$ cat src/rtl/usb_pkg.sv
// Shared USB full-speed receive definitions: line states, rx FSM states and
// framing constants used by the PHY front end and its bit-timing recovery.
package usb_pkg;

    // Line states as seen on {d_p, d_n}.
    localparam logic [1:0] LS_SE0 = 2'b00;
    localparam logic [1:0] LS_K   = 2'b01;
    localparam logic [1:0] LS_J   = 2'b10;
    localparam logic [1:0] LS_SE1 = 2'b11;

    // Minimum number of SYNC zeros before the closing 1 is accepted.
    localparam int unsigned SYNC_MIN_ZEROS = 4;
    // Longest run of decoded 1s before a stuffed 0 must follow.
    localparam int unsigned MAX_STUFF_RUN  = 6;

    typedef enum logic [2:0] {
        RX_IDLE,
        RX_SYNC,
        RX_DATA,
        RX_EOP,
        RX_ERROR
    } rx_state_e;

    // NRZI: an unchanged symbol is a 1, a transition is a 0.
    function automatic logic nrzi_decode(input logic [1:0] sym, input logic [1:0] prev);
        return (sym == prev);
    endfunction

endpackage

$ cat src/rtl/usb_fs_rx_phy_if.sv
// Controller-facing receive bus of the full-speed PHY. The PHY drives it
// through the master modport; the controller core observes it as slave.
interface usb_fs_rx_phy_if;

    logic [7:0] rx_data;
    logic       rx_valid;
    logic       rx_active;
    logic       rx_error;
    logic       bus_reset;
    logic [1:0] line_state;

    modport master (
        output rx_data,
        output rx_valid,
        output rx_active,
        output rx_error,
        output bus_reset,
        output line_state
    );

    modport slave (
        input rx_data,
        input rx_valid,
        input rx_active,
        input rx_error,
        input bus_reset,
        input line_state
    );

endinterface

$ cat src/rtl/usb_rx_dpll.sv
// Bit-timing recovery: synchronizes D+/D-, realigns a phase counter on every
// line transition and strobes once per bit time in the middle of the bit.
module usb_rx_dpll
    import usb_pkg::*;
#(
    parameter int unsigned CLKS_PER_BIT = 4
) (
    input  logic       clk,
    input  logic       rst,
    input  logic       d_p,
    input  logic       d_n,
    output logic [1:0] line_state,
    output logic       sample_stb,
    output logic [1:0] sample_sym
);

    localparam int unsigned   PW        = (CLKS_PER_BIT > 2) ? $clog2(CLKS_PER_BIT) : 1;
    localparam logic [PW-1:0] PHASE_MAX = PW'(CLKS_PER_BIT - 1);
    localparam logic [PW-1:0] PHASE_MID = PW'(CLKS_PER_BIT / 2);

    logic [1:0]    sync1_q, sync1_d;
    logic [1:0]    sync2_q, sync2_d;
    logic [PW-1:0] phase_q, phase_d;

    // Next state: shift the synchronizer; restart the phase when line_state is about to change.
    always_comb begin
        sync1_d = {d_p, d_n};
        sync2_d = sync1_q;
        if (sync1_q != sync2_q) begin
            phase_d = '0;
        end else if (phase_q == PHASE_MAX) begin
            phase_d = '0;
        end else begin
            phase_d = phase_q + PW'(1);
        end
    end

    // State registers; the synchronizer idles at J so reset does not look like a transition.
    always_ff @(posedge clk or posedge rst) begin
        if (rst) begin
            sync1_q <= LS_J;
            sync2_q <= LS_J;
            phase_q <= '0;
        end else begin
            sync1_q <= sync1_d;
            sync2_q <= sync2_d;
            phase_q <= phase_d;
        end
    end

    assign line_state = sync2_q;
    assign sample_stb = (phase_q == PHASE_MID);
    assign sample_sym = sync2_q;

endmodule

$ cat src/rtl/usb_fs_rx_phy.sv
// Full-speed USB receive front end: SYNC detection, NRZI decode, bit
// unstuffing, LSB-first byte assembly, EOP / error / bus-reset detection.
module usb_fs_rx_phy
    import usb_pkg::*;
#(
    parameter int unsigned CLKS_PER_BIT = 4,
    parameter int unsigned RESET_BITS   = 30,
    parameter int unsigned IDLE_BITS    = 8
) (
    input  logic            clk,
    input  logic            rst,
    input  logic            d_p,
    input  logic            d_n,
    input  logic            vbus,
    usb_fs_rx_phy_if.master rx_if
);

    localparam int unsigned   SW          = $clog2(RESET_BITS + 1);
    localparam int unsigned   IW          = $clog2(IDLE_BITS + 1);
    localparam logic [SW-1:0] RESET_LIMIT = SW'(RESET_BITS);
    localparam logic [IW-1:0] IDLE_LAST   = IW'(IDLE_BITS - 1);
    localparam logic [2:0]    SYNC_MIN    = 3'(SYNC_MIN_ZEROS);
    localparam logic [2:0]    STUFF_RUN   = 3'(MAX_STUFF_RUN);

    logic       sample_stb;
    logic [1:0] sample_sym;
    logic [1:0] line_state;

    usb_rx_dpll #(
        .CLKS_PER_BIT(CLKS_PER_BIT)
    ) u_dpll (
        .clk       (clk),
        .rst       (rst),
        .d_p       (d_p),
        .d_n       (d_n),
        .line_state(line_state),
        .sample_stb(sample_stb),
        .sample_sym(sample_sym)
    );

    rx_state_e     state_q, state_d;
    logic [1:0]    prev_sym_q, prev_sym_d;
    logic [2:0]    zero_cnt_q, zero_cnt_d;
    logic [2:0]    ones_cnt_q, ones_cnt_d;
    logic [2:0]    bit_cnt_q, bit_cnt_d;
    logic [7:0]    shift_q, shift_d;
    logic [1:0]    eop_cnt_q, eop_cnt_d;
    logic [IW-1:0] idle_cnt_q, idle_cnt_d;
    logic [SW-1:0] se0_cnt_q, se0_cnt_d;
    logic          bus_reset_q, bus_reset_d;
    logic [7:0]    rx_data_q, rx_data_d;
    logic          rx_valid_q, rx_valid_d;
    logic          rx_active_q, rx_active_d;
    logic          rx_error_q, rx_error_d;

    logic bit_val;
    logic is_se0;
    logic is_se1;
    logic is_j;
    logic enter_err;

    // Receive FSM next state, evaluated once per sample strobe.
    always_comb begin
        state_d     = state_q;
        prev_sym_d  = prev_sym_q;
        zero_cnt_d  = zero_cnt_q;
        ones_cnt_d  = ones_cnt_q;
        bit_cnt_d   = bit_cnt_q;
        shift_d     = shift_q;
        eop_cnt_d   = eop_cnt_q;
        idle_cnt_d  = idle_cnt_q;
        se0_cnt_d   = se0_cnt_q;
        bus_reset_d = bus_reset_q;
        rx_data_d   = rx_data_q;
        rx_valid_d  = 1'b0;
        rx_active_d = rx_active_q;
        rx_error_d  = 1'b0;
        enter_err   = 1'b0;

        bit_val = nrzi_decode(sample_sym, prev_sym_q);
        is_se0  = (sample_sym == LS_SE0);
        is_se1  = (sample_sym == LS_SE1);
        is_j    = (sample_sym == LS_J);

        if (sample_stb) begin
            // SE0 run length is tracked regardless of FSM state.
            if (is_se0) begin
                if (se0_cnt_q != RESET_LIMIT) begin
                    se0_cnt_d = se0_cnt_q + SW'(1);
                end
            end else begin
                se0_cnt_d = '0;
            end
            bus_reset_d = (se0_cnt_d >= RESET_LIMIT);

            case (state_q)
                RX_IDLE: begin
                    if (sample_sym == LS_K) begin
                        state_d    = RX_SYNC;
                        zero_cnt_d = 3'd1;
                        prev_sym_d = LS_K;
                    end else begin
                        prev_sym_d = LS_J;
                    end
                end
                RX_SYNC: begin
                    if (is_se0 || is_se1) begin
                        enter_err = 1'b1;
                    end else begin
                        prev_sym_d = sample_sym;
                        if (!bit_val) begin
                            if (zero_cnt_q != 3'd7) begin
                                zero_cnt_d = zero_cnt_q + 3'd1;
                            end
                        end else if (zero_cnt_q >= SYNC_MIN) begin
                            state_d     = RX_DATA;
                            rx_active_d = 1'b1;
                            ones_cnt_d  = '0;
                            bit_cnt_d   = '0;
                        end else begin
                            enter_err = 1'b1;
                        end
                    end
                end
                RX_DATA: begin
                    if (is_se0) begin
                        // EOP must land on a byte boundary.
                        if (bit_cnt_q != 3'd0) begin
                            enter_err = 1'b1;
                        end else begin
                            state_d   = RX_EOP;
                            eop_cnt_d = 2'd1;
                        end
                    end else if (is_se1) begin
                        enter_err = 1'b1;
                    end else begin
                        prev_sym_d = sample_sym;
                        if (ones_cnt_q == STUFF_RUN) begin
                            // Stuffed bit: a 0 is dropped, a 1 breaks the stuffing rule.
                            if (bit_val) begin
                                enter_err = 1'b1;
                            end else begin
                                ones_cnt_d = '0;
                            end
                        end else begin
                            ones_cnt_d = bit_val ? ones_cnt_q + 3'd1 : 3'd0;
                            shift_d    = {bit_val, shift_q[7:1]};
                            bit_cnt_d  = bit_cnt_q + 3'd1;
                            if (bit_cnt_q == 3'd7) begin
                                rx_data_d  = {bit_val, shift_q[7:1]};
                                rx_valid_d = 1'b1;
                            end
                        end
                    end
                end
                RX_EOP: begin
                    if (is_se0) begin
                        if (eop_cnt_q == 2'd3) begin
                            enter_err = 1'b1;
                        end else begin
                            eop_cnt_d = eop_cnt_q + 2'd1;
                        end
                    end else if (is_j) begin
                        state_d     = RX_IDLE;
                        rx_active_d = 1'b0;
                        prev_sym_d  = LS_J;
                    end else begin
                        enter_err = 1'b1;
                    end
                end
                RX_ERROR: begin
                    if (is_j) begin
                        if (idle_cnt_q == IDLE_LAST) begin
                            state_d    = RX_IDLE;
                            idle_cnt_d = '0;
                            prev_sym_d = LS_J;
                        end else begin
                            idle_cnt_d = idle_cnt_q + IW'(1);
                        end
                    end else begin
                        idle_cnt_d = '0;
                    end
                end
                default: begin
                    state_d = RX_IDLE;
                end
            endcase

            if (enter_err) begin
                state_d     = RX_ERROR;
                rx_error_d  = 1'b1;
                rx_active_d = 1'b0;
                idle_cnt_d  = '0;
            end

            // Bus reset overrides whatever the FSM decided, silently.
            if (bus_reset_d) begin
                state_d     = RX_IDLE;
                rx_active_d = 1'b0;
                rx_error_d  = 1'b0;
                rx_valid_d  = 1'b0;
                prev_sym_d  = LS_J;
                idle_cnt_d  = '0;
            end
        end

        // Without VBUS the receiver is parked; rx_data keeps its last byte.
        if (!vbus) begin
            state_d     = RX_IDLE;
            prev_sym_d  = LS_J;
            rx_active_d = 1'b0;
            rx_valid_d  = 1'b0;
            rx_error_d  = 1'b0;
        end
    end

    // State and registered outputs.
    always_ff @(posedge clk or posedge rst) begin
        if (rst) begin
            state_q     <= RX_IDLE;
            prev_sym_q  <= LS_J;
            zero_cnt_q  <= '0;
            ones_cnt_q  <= '0;
            bit_cnt_q   <= '0;
            shift_q     <= '0;
            eop_cnt_q   <= '0;
            idle_cnt_q  <= '0;
            se0_cnt_q   <= '0;
            bus_reset_q <= 1'b0;
            rx_data_q   <= '0;
            rx_valid_q  <= 1'b0;
            rx_active_q <= 1'b0;
            rx_error_q  <= 1'b0;
        end else begin
            state_q     <= state_d;
            prev_sym_q  <= prev_sym_d;
            zero_cnt_q  <= zero_cnt_d;
            ones_cnt_q  <= ones_cnt_d;
            bit_cnt_q   <= bit_cnt_d;
            shift_q     <= shift_d;
            eop_cnt_q   <= eop_cnt_d;
            idle_cnt_q  <= idle_cnt_d;
            se0_cnt_q   <= se0_cnt_d;
            bus_reset_q <= bus_reset_d;
            rx_data_q   <= rx_data_d;
            rx_valid_q  <= rx_valid_d;
            rx_active_q <= rx_active_d;
            rx_error_q  <= rx_error_d;
        end
    end

    assign rx_if.rx_data    = rx_data_q;
    assign rx_if.rx_valid   = rx_valid_q;
    assign rx_if.rx_active  = rx_active_q;
    assign rx_if.rx_error   = rx_error_q;
    assign rx_if.bus_reset  = bus_reset_q;
    assign rx_if.line_state = line_state;

endmodule

$ cat src/flat_wrapper.sv
// flat-port wrapper written by rule: the top's interface ports become plain ports
module usb_fs_rx_phy_flat import usb_pkg::*;
#(
    parameter int unsigned CLKS_PER_BIT = 4,
    parameter int unsigned RESET_BITS   = 30,
    parameter int unsigned IDLE_BITS    = 8
)
  (clk, rst, d_p, d_n, vbus, rx_if_rx_data, rx_if_rx_valid, rx_if_rx_active, rx_if_rx_error, rx_if_bus_reset, rx_if_line_state);
  usb_fs_rx_phy_if rx_if_i ();
  input  logic clk;
  input  logic rst;
  input  logic d_p;
  input  logic d_n;
  input  logic vbus;
  output wire logic [$bits(rx_if_i.rx_data)-1:0] rx_if_rx_data;
  output wire logic [$bits(rx_if_i.rx_valid)-1:0] rx_if_rx_valid;
  output wire logic [$bits(rx_if_i.rx_active)-1:0] rx_if_rx_active;
  output wire logic [$bits(rx_if_i.rx_error)-1:0] rx_if_rx_error;
  output wire logic [$bits(rx_if_i.bus_reset)-1:0] rx_if_bus_reset;
  output wire logic [$bits(rx_if_i.line_state)-1:0] rx_if_line_state;
  assign rx_if_rx_data = rx_if_i.rx_data;
  assign rx_if_rx_valid = rx_if_i.rx_valid;
  assign rx_if_rx_active = rx_if_i.rx_active;
  assign rx_if_rx_error = rx_if_i.rx_error;
  assign rx_if_bus_reset = rx_if_i.bus_reset;
  assign rx_if_line_state = rx_if_i.line_state;
  usb_fs_rx_phy #(.CLKS_PER_BIT(CLKS_PER_BIT), .RESET_BITS(RESET_BITS), .IDLE_BITS(IDLE_BITS)) u_core (.clk(clk), .rst(rst), .d_p(d_p), .d_n(d_n), .vbus(vbus), .rx_if(rx_if_i));
endmodule
$ cat config.mk
export PLATFORM = sky130hd
export DESIGN_NAME = usb_fs_rx_phy_flat
export DESIGN_NICKNAME = d
export VERILOG_FILES = /design/src/rtl/usb_pkg.sv /design/src/rtl/usb_fs_rx_phy_if.sv /design/src/rtl/usb_rx_dpll.sv /design/src/rtl/usb_fs_rx_phy.sv /design/src/flat_wrapper.sv
export SDC_FILE = /design/constraint.sdc
export NUM_CORES = 1
export LEC_CHECK = 0
export ABC_AREA = 0
export CORE_UTILIZATION = 55
export CTS_CLUSTER_DIAMETER = 200
export DETAILED_ROUTE_END_ITERATION = 10
export MAX_ROUTING_LAYER = met4
export PLACE_DENSITY = 0.8
export SLEW_MARGIN = 30
export SYNTH_ARGS = -nofsm -noshare
export SYNTH_HDL_FRONTEND = slang
export SYNTH_SLANG_ARGS = --single-unit
$ cat constraint.sdc
create_clock -name clk -period 3.4 [get_ports clk]
set_clock_uncertainty 0.1 [all_clocks]
set_input_delay 0.34 -clock clk [delete_from_list [all_inputs] [get_ports clk]]
set_output_delay 0.34 -clock clk [all_outputs]
set_load 0.02 [all_outputs]
======== Word level (Yosys, flattened, before mapping) ========
Index checks and enable logic that the tools add are counted.
cells by class
  add/sub/neg operators ................... 7
  order comparisons ....................... 2
  equal/unequal tests ..................... 51
  muxes and demuxes ....................... 94
  bitwise logic cells ..................... 3
  reduce and logical (&&, ||, !) cells .... 18
operator list
  cell                 count
  $mux 3               28
  $ne 5x2->1 const B   7
  $mux 2               17
  $mux 1               33
  $mux 4               5
  $pmux 3 s2           3
  $reduce_and 6->1     3
  $reduce_and 8->1     2
  $mux 5               3
  $pmux 3 s5           1
  $ne 2x1->1 const B   7
  $ne 2x2->1 const B   7
  $ne 4x2->1 const B   3
  $ne 4x4->1 const B   3
  $reduce_and 11->1    1
  $eq 2x2->1 const B   5
  $ne 5x4->1 const B   2
  $ne 5x5->1 const B   2
  $pmux 2 s5           1
  $add 3x1->3 const B  3
  $eq 3x3->1 const B   3
  $reduce_and 9->1     1
  $ne 7x1->1 const B   1
  $reduce_and 7->1     1
  other kinds (25)     33
word-level totals
  register bits after elaboration ......... 51
  output and inout bits ................... 14

======== Logic depth before layout (Yosys ltp) ========
  depth in word-level cells ............... 11
  gate-level depth with buffers ........... 9
  gate-level depth less buffers ........... 8

======== Hierarchy ========
A second synthesis with hierarchy kept.
unflattened totals
  cell total of the unflattened synthesis .. 293
  area total of the unflattened synthesis .. 2874.0 µm²
modules (own cells, without submodules)
  module         times used  cells an instance  area an instance (µm²)  seq. area each (µm²)
  usb_fs_rx_phy  1           277                2638.8                  1102.3
  usb_rx_dpll    1           16                 235.2                   152.6

======== Worst setup path before layout ========
Ideal clock, no wire load.
  path type ............................... reg-to-reg
  start ................................... register u_core.u_dpll.sync2_q[1], in the netlist u_core.u_dpll.line_state[1]
  end ..................................... register u_core.state_q[0]
  data arrival time ....................... 2.356 ns
  setup slack ............................. 0.862 ns
  stages on the path, launching flop included .. 10
  path buffers ............................ 1
  cell sequence ........................... dfstp_2 > inv_1 > ha_1 > buf_2 > nor2_1 > o32ai_1 > a211o_1 > nand2b_4 > or4_1 > a31oi_1
on the way
  longest elaborated chain between the ends .. 11
  elaborated cells between the ends (all ways) .. 34
  those cells by class .................... order compare (1); eq/ne (14); mux (16); reduce/logical (3)
RTL lines
  item                    line                  text
  start, declared         usb_rx_dpll.sv:22     logic [1:0] sync2_q, sync2_d;
  start signal, assigned  usb_rx_dpll.sv:46     sync2_q <= sync2_d;
  $eq 2x2->1              usb_pkg.sv:26         return (sym == prev);
  $mux 1                  usb_fs_rx_phy.sv:140  if (bit_val) begin
  $mux 1                  usb_fs_rx_phy.sv:138  if (ones_cnt_q == STUFF_RUN) begin
  $mux 1                  usb_fs_rx_phy.sv:134  end else if (is_se1) begin
  $mux 1                  usb_fs_rx_phy.sv:126  if (is_se0) begin
  $pmux 1 s3              usb_fs_rx_phy.sv:96   case (state_q)
  $mux 1                  usb_fs_rx_phy.sv:85   if (sample_stb) begin
  $mux 3                  usb_fs_rx_phy.sv:189  if (enter_err) begin
  $mux 3                  usb_fs_rx_phy.sv:197  if (bus_reset_d) begin
  $mux 3                  usb_fs_rx_phy.sv:85
  $mux 3                  usb_fs_rx_phy.sv:208  if (!vbus) begin
  end signal, assigned    usb_fs_rx_phy.sv:235  state_q <= state_d;
  end, declared           usb_fs_rx_phy.sv:41   rx_state_e state_q, state_d;
Parallel ways exist; a longest one is shown, timed or not. The select of a mux whose other input is x is not followed.
A chain may end at the register's enable or synchronous reset.

======== Worst setup path in the final report ========
  start ................................... register u_core.u_dpll.sync2_q[0], in the netlist u_core.u_dpll.line_state[0]
  end ..................................... register u_core.state_q[0]
Same word-level chain as after synthesis.

==> results.yml <==
status:
  outcome: "finished clean"
setup_path:
  rr_worst_depth: 8
  start_kind: "register"
  crit_slowest_cell: "dfrtp_1"
  worst-path-max-fanout: 13
  worst_path_largest_cell_delay_ns: 0.48
  end_kind: "register"
  required_ns: 3.54
  worst-endpoint-arrival_ns: 2.91
  path_cells: "inv_1 -> ha_1 -> and3b_1 -> o32ai_1 -> a211o_1 -> nand2b_4 -> or4_1 -> a31oi_1"
  critPathKind: "register to register"
timing:
  whs_ns: 0.2827
  relSlewSlack_pct: 59.32
  period_share_pct: 81.51
  fmax_ghz: 0.3609
  slew_violations: 0
  fin_tns_setup_ns: 0
  fin_crit_ns: 2.771
  setup_viol: 0
  final_hold_viol_count: 0
  rsz0062_at_grt: "no"
  tightest_slew_ns: 0.6046
global_routing:
  gr-total-overflow: 0
  grt_max_degree: 51
  grt_pass1_wl_mm: 9.480
  grt_pass1_vias: 2046
  track_usage_pct: 24.03
  antenna_found_initial: 0
floorplan:
  dieArea_um2: 5269
  core_area_um2: 4755
  rows: 25
  initial_core_util_pct: 57.63
  pin_count: 19
  die_x_um: 72.59
  die_y_um: 72.59
placement:
  port_buffers: 18
  place_hpwl_mm: 3.888
  gp_congestion: 0.9011
yosys:
  syn_avg_cell_area_um2: 10.04
  yosys_warnings: 0
  synth_fp_nets: 295
  synth_top_cell_by_area: "dfrtp_1"
  synth-seq-cells: 50
  yosysUniqueCellTypes: 53
  synthCells: 273
  syn_area_um2: 2740
  synth-seq-area-share_pct: 45.80
  synth_edf_count: 0
  ys.flop_type: "dfrtp_1"
  yosysTopAreaCellShare_pct: 42.92
  synthArstFlopShare_pct: 100.0
  synthTopCellsByArea: "dfrtp_1 43%, ha_1 7.8%, mux2_2 6.2%, nand2_1 4.0%, o21ai_0 3.5%"
route:
  vias: 2138
  vias_per_cell: 5.939
  wl_per_cell_um: 15.38
  drtPass1Iterations: 4
  drc: 0
  ant_nets: 0
  wirelength_mm: 5.537
  drtIter0Drc: 134
cts:
  cts_max_path_buffers: 2
  htreeDepth: 2
  cts.sinks: 50
  path_clk_slew_ns: 0.10
  tritoncts: "built"
  postCtsHoldBufs: 0
  clock_latency_ns: 0.31
  postCtsSetupRepairBufs: 0
  cts-root-buf: "clkbuf_8"
  numCtsBuffers: 5
  cts_resized: 0
cells_and_area:
  drive_gt1_share_pct: 10.92
  area_growth_pct: 11.87
  nets: 314
  num_antenna_cells: 0
  fin_util_pct: 64.47
power_and_ir_drop:
  powerDensity_nw_per_um2: 378.6
  ir_worst_vdd_mv: 0.2575
  power.total_uw: 1161
  p_leak_uw: 0.001398
hold_path:
  hp-class: "register to register"
  holdPathStages: 0
run:
  maxCapViolations: 0
-- per-layer routing --
metal | wire [um] | share of wire [%] | track usage (%)
met5 | 0 | 0 | -
met4 | 70 | 1.3 | 9.368
met3 | 240 | 4.3 | 4.006
met2 | 2685 | 48 | 37.28
met1 | 2540 | 46 | 31.78
-- final timing paths --
| path | from | end | slack [ns] |
|---|---|---|---|
| worst min-delay path | u_core.u_dpll.sync1_q[1]$_DFF_PP1_ | u_core.u_dpll.line_state[1]$_DFF_PP1_ | 0.28 |
| worst max register to register | u_core.u_dpll.line_state[0]$_DFF_PP0_ | u_core.state_q[0]$_DFFE_PP0P_ | 0.63 |
| max in group asynchronous | rst | u_core.zero_cnt_q[2]$_DFFE_PP0P_ | 2.44 |
| min in group asynchronous | rst | u_core.u_dpll.phase_q[0]$_DFF_PP0_ | 0.35 |
| worst min register to register | u_core.u_dpll.sync1_q[1]$_DFF_PP1_ | u_core.u_dpll.line_state[1]$_DFF_PP1_ | 0.28 |
| worst max-delay path | u_core.u_dpll.line_state[0]$_DFF_PP0_ | u_core.state_q[0]$_DFFE_PP0P_ | 0.63 |
-- critical path, delay by kind of cell (launching register included) --
| family | cells | cell delay (ns) |
|---|---|---|
| AOI/OAI and AO/OA | 3 | 0.61 |
| adders and majority gates | 1 | 0.45 |
| DFF | 1 | 0.48 |
| buffers and inverters | 1 | 0.14 |
| and+or+nand+nor | 3 | 0.91 |
-- where the power goes --
| group | total, uW | switching (uW) | internal (uW) |
|---|---|---|---|
| logic | 144 | 86.2 | 57.7 |
| registers | 645 | 26.2 | 619 |
| clock network | 372 | 219 | 153 |
| total | 1160 | 331 | 829 |
-- cell type report --
class,count,area (um^2)
sequential,50,1255
clock inverter,3,26.28
multi-input combinational,197,1370
inverter,19,73.82
clock buffer,5,68.82
timing repair buffer,19,187.7
fill,410,1689
tap,67,83.83
-- placed cells by master, fill, tap and decap left out, drive strengths merged, types with 6 or more instances in the layout --
cell	synthesis	routed
ha	17	17
a21oi	10	10
a32o	6	6
nand2	29	29
inv	19	22
clkdlybuf4s50	0	18
o21ai	19	19
nor2	22	22
dfrtp	47	47
mux2	15	15
nor3	7	7
nand3	6	6
-- registers in the layout, summed over array words and instances, names as in the netlist, 2 cells and up --
name,flops
u_core.state_q,3
u_core.idle_cnt_q,4
u_core.zero_cnt_q,3
u_core.bit_cnt_q,3
u_core.se0_cnt_q,5
u_core.eop_cnt_q,2
u_core.u_dpll.line_state,2
u_core.u_dpll.sync1_q,2
u_core.shift_q,7
u_core.rx_if.rx_data,8
u_core.u_dpll.phase_q,2
u_core.prev_sym_q,2
u_core.ones_cnt_q,3
-- cell families (layout without fill, tap and decap cells) --
group	Yosys count	in the layout	synth area share (%)
compound gates	62	62	15.53
xor+xnor	5	5	1.598
fa+ha+maj	18	18	8.128
buf+inv	26	46	4.201
flops	50	50	45.80
mux	20	20	7.991
simple gates	92	92	16.76
-- Yosys cell counts (all sizes together), types with 5 or more instances --
cell	number
nor2	22
nand3	6
inv	19
a32o	6
mux2	15
mux2i	5
a21oi	10
nor3	7
ha	17
dfrtp	47
nand2b	5
nand2	29
o21ai	19
nand4	5
-- stage by stage --
| stage | setup WS, ns | instances | cell area, um^2 |
|---|---|---|---|
| after detailed placement | 0.6829 | 352 | 2970 |
| final | 0.6288 | 360 | 3065 |
| after global placement | 0.7926 | 352 | 2968 |
| after CTS | 0.6644 | 360 | 3065 |
| after floorplan | 0.8624 | 273 | 2740 |
| after global routing | 0.5240 | 360 | 3065 |
Note: power is estimated with default switching activity, not from simulation.
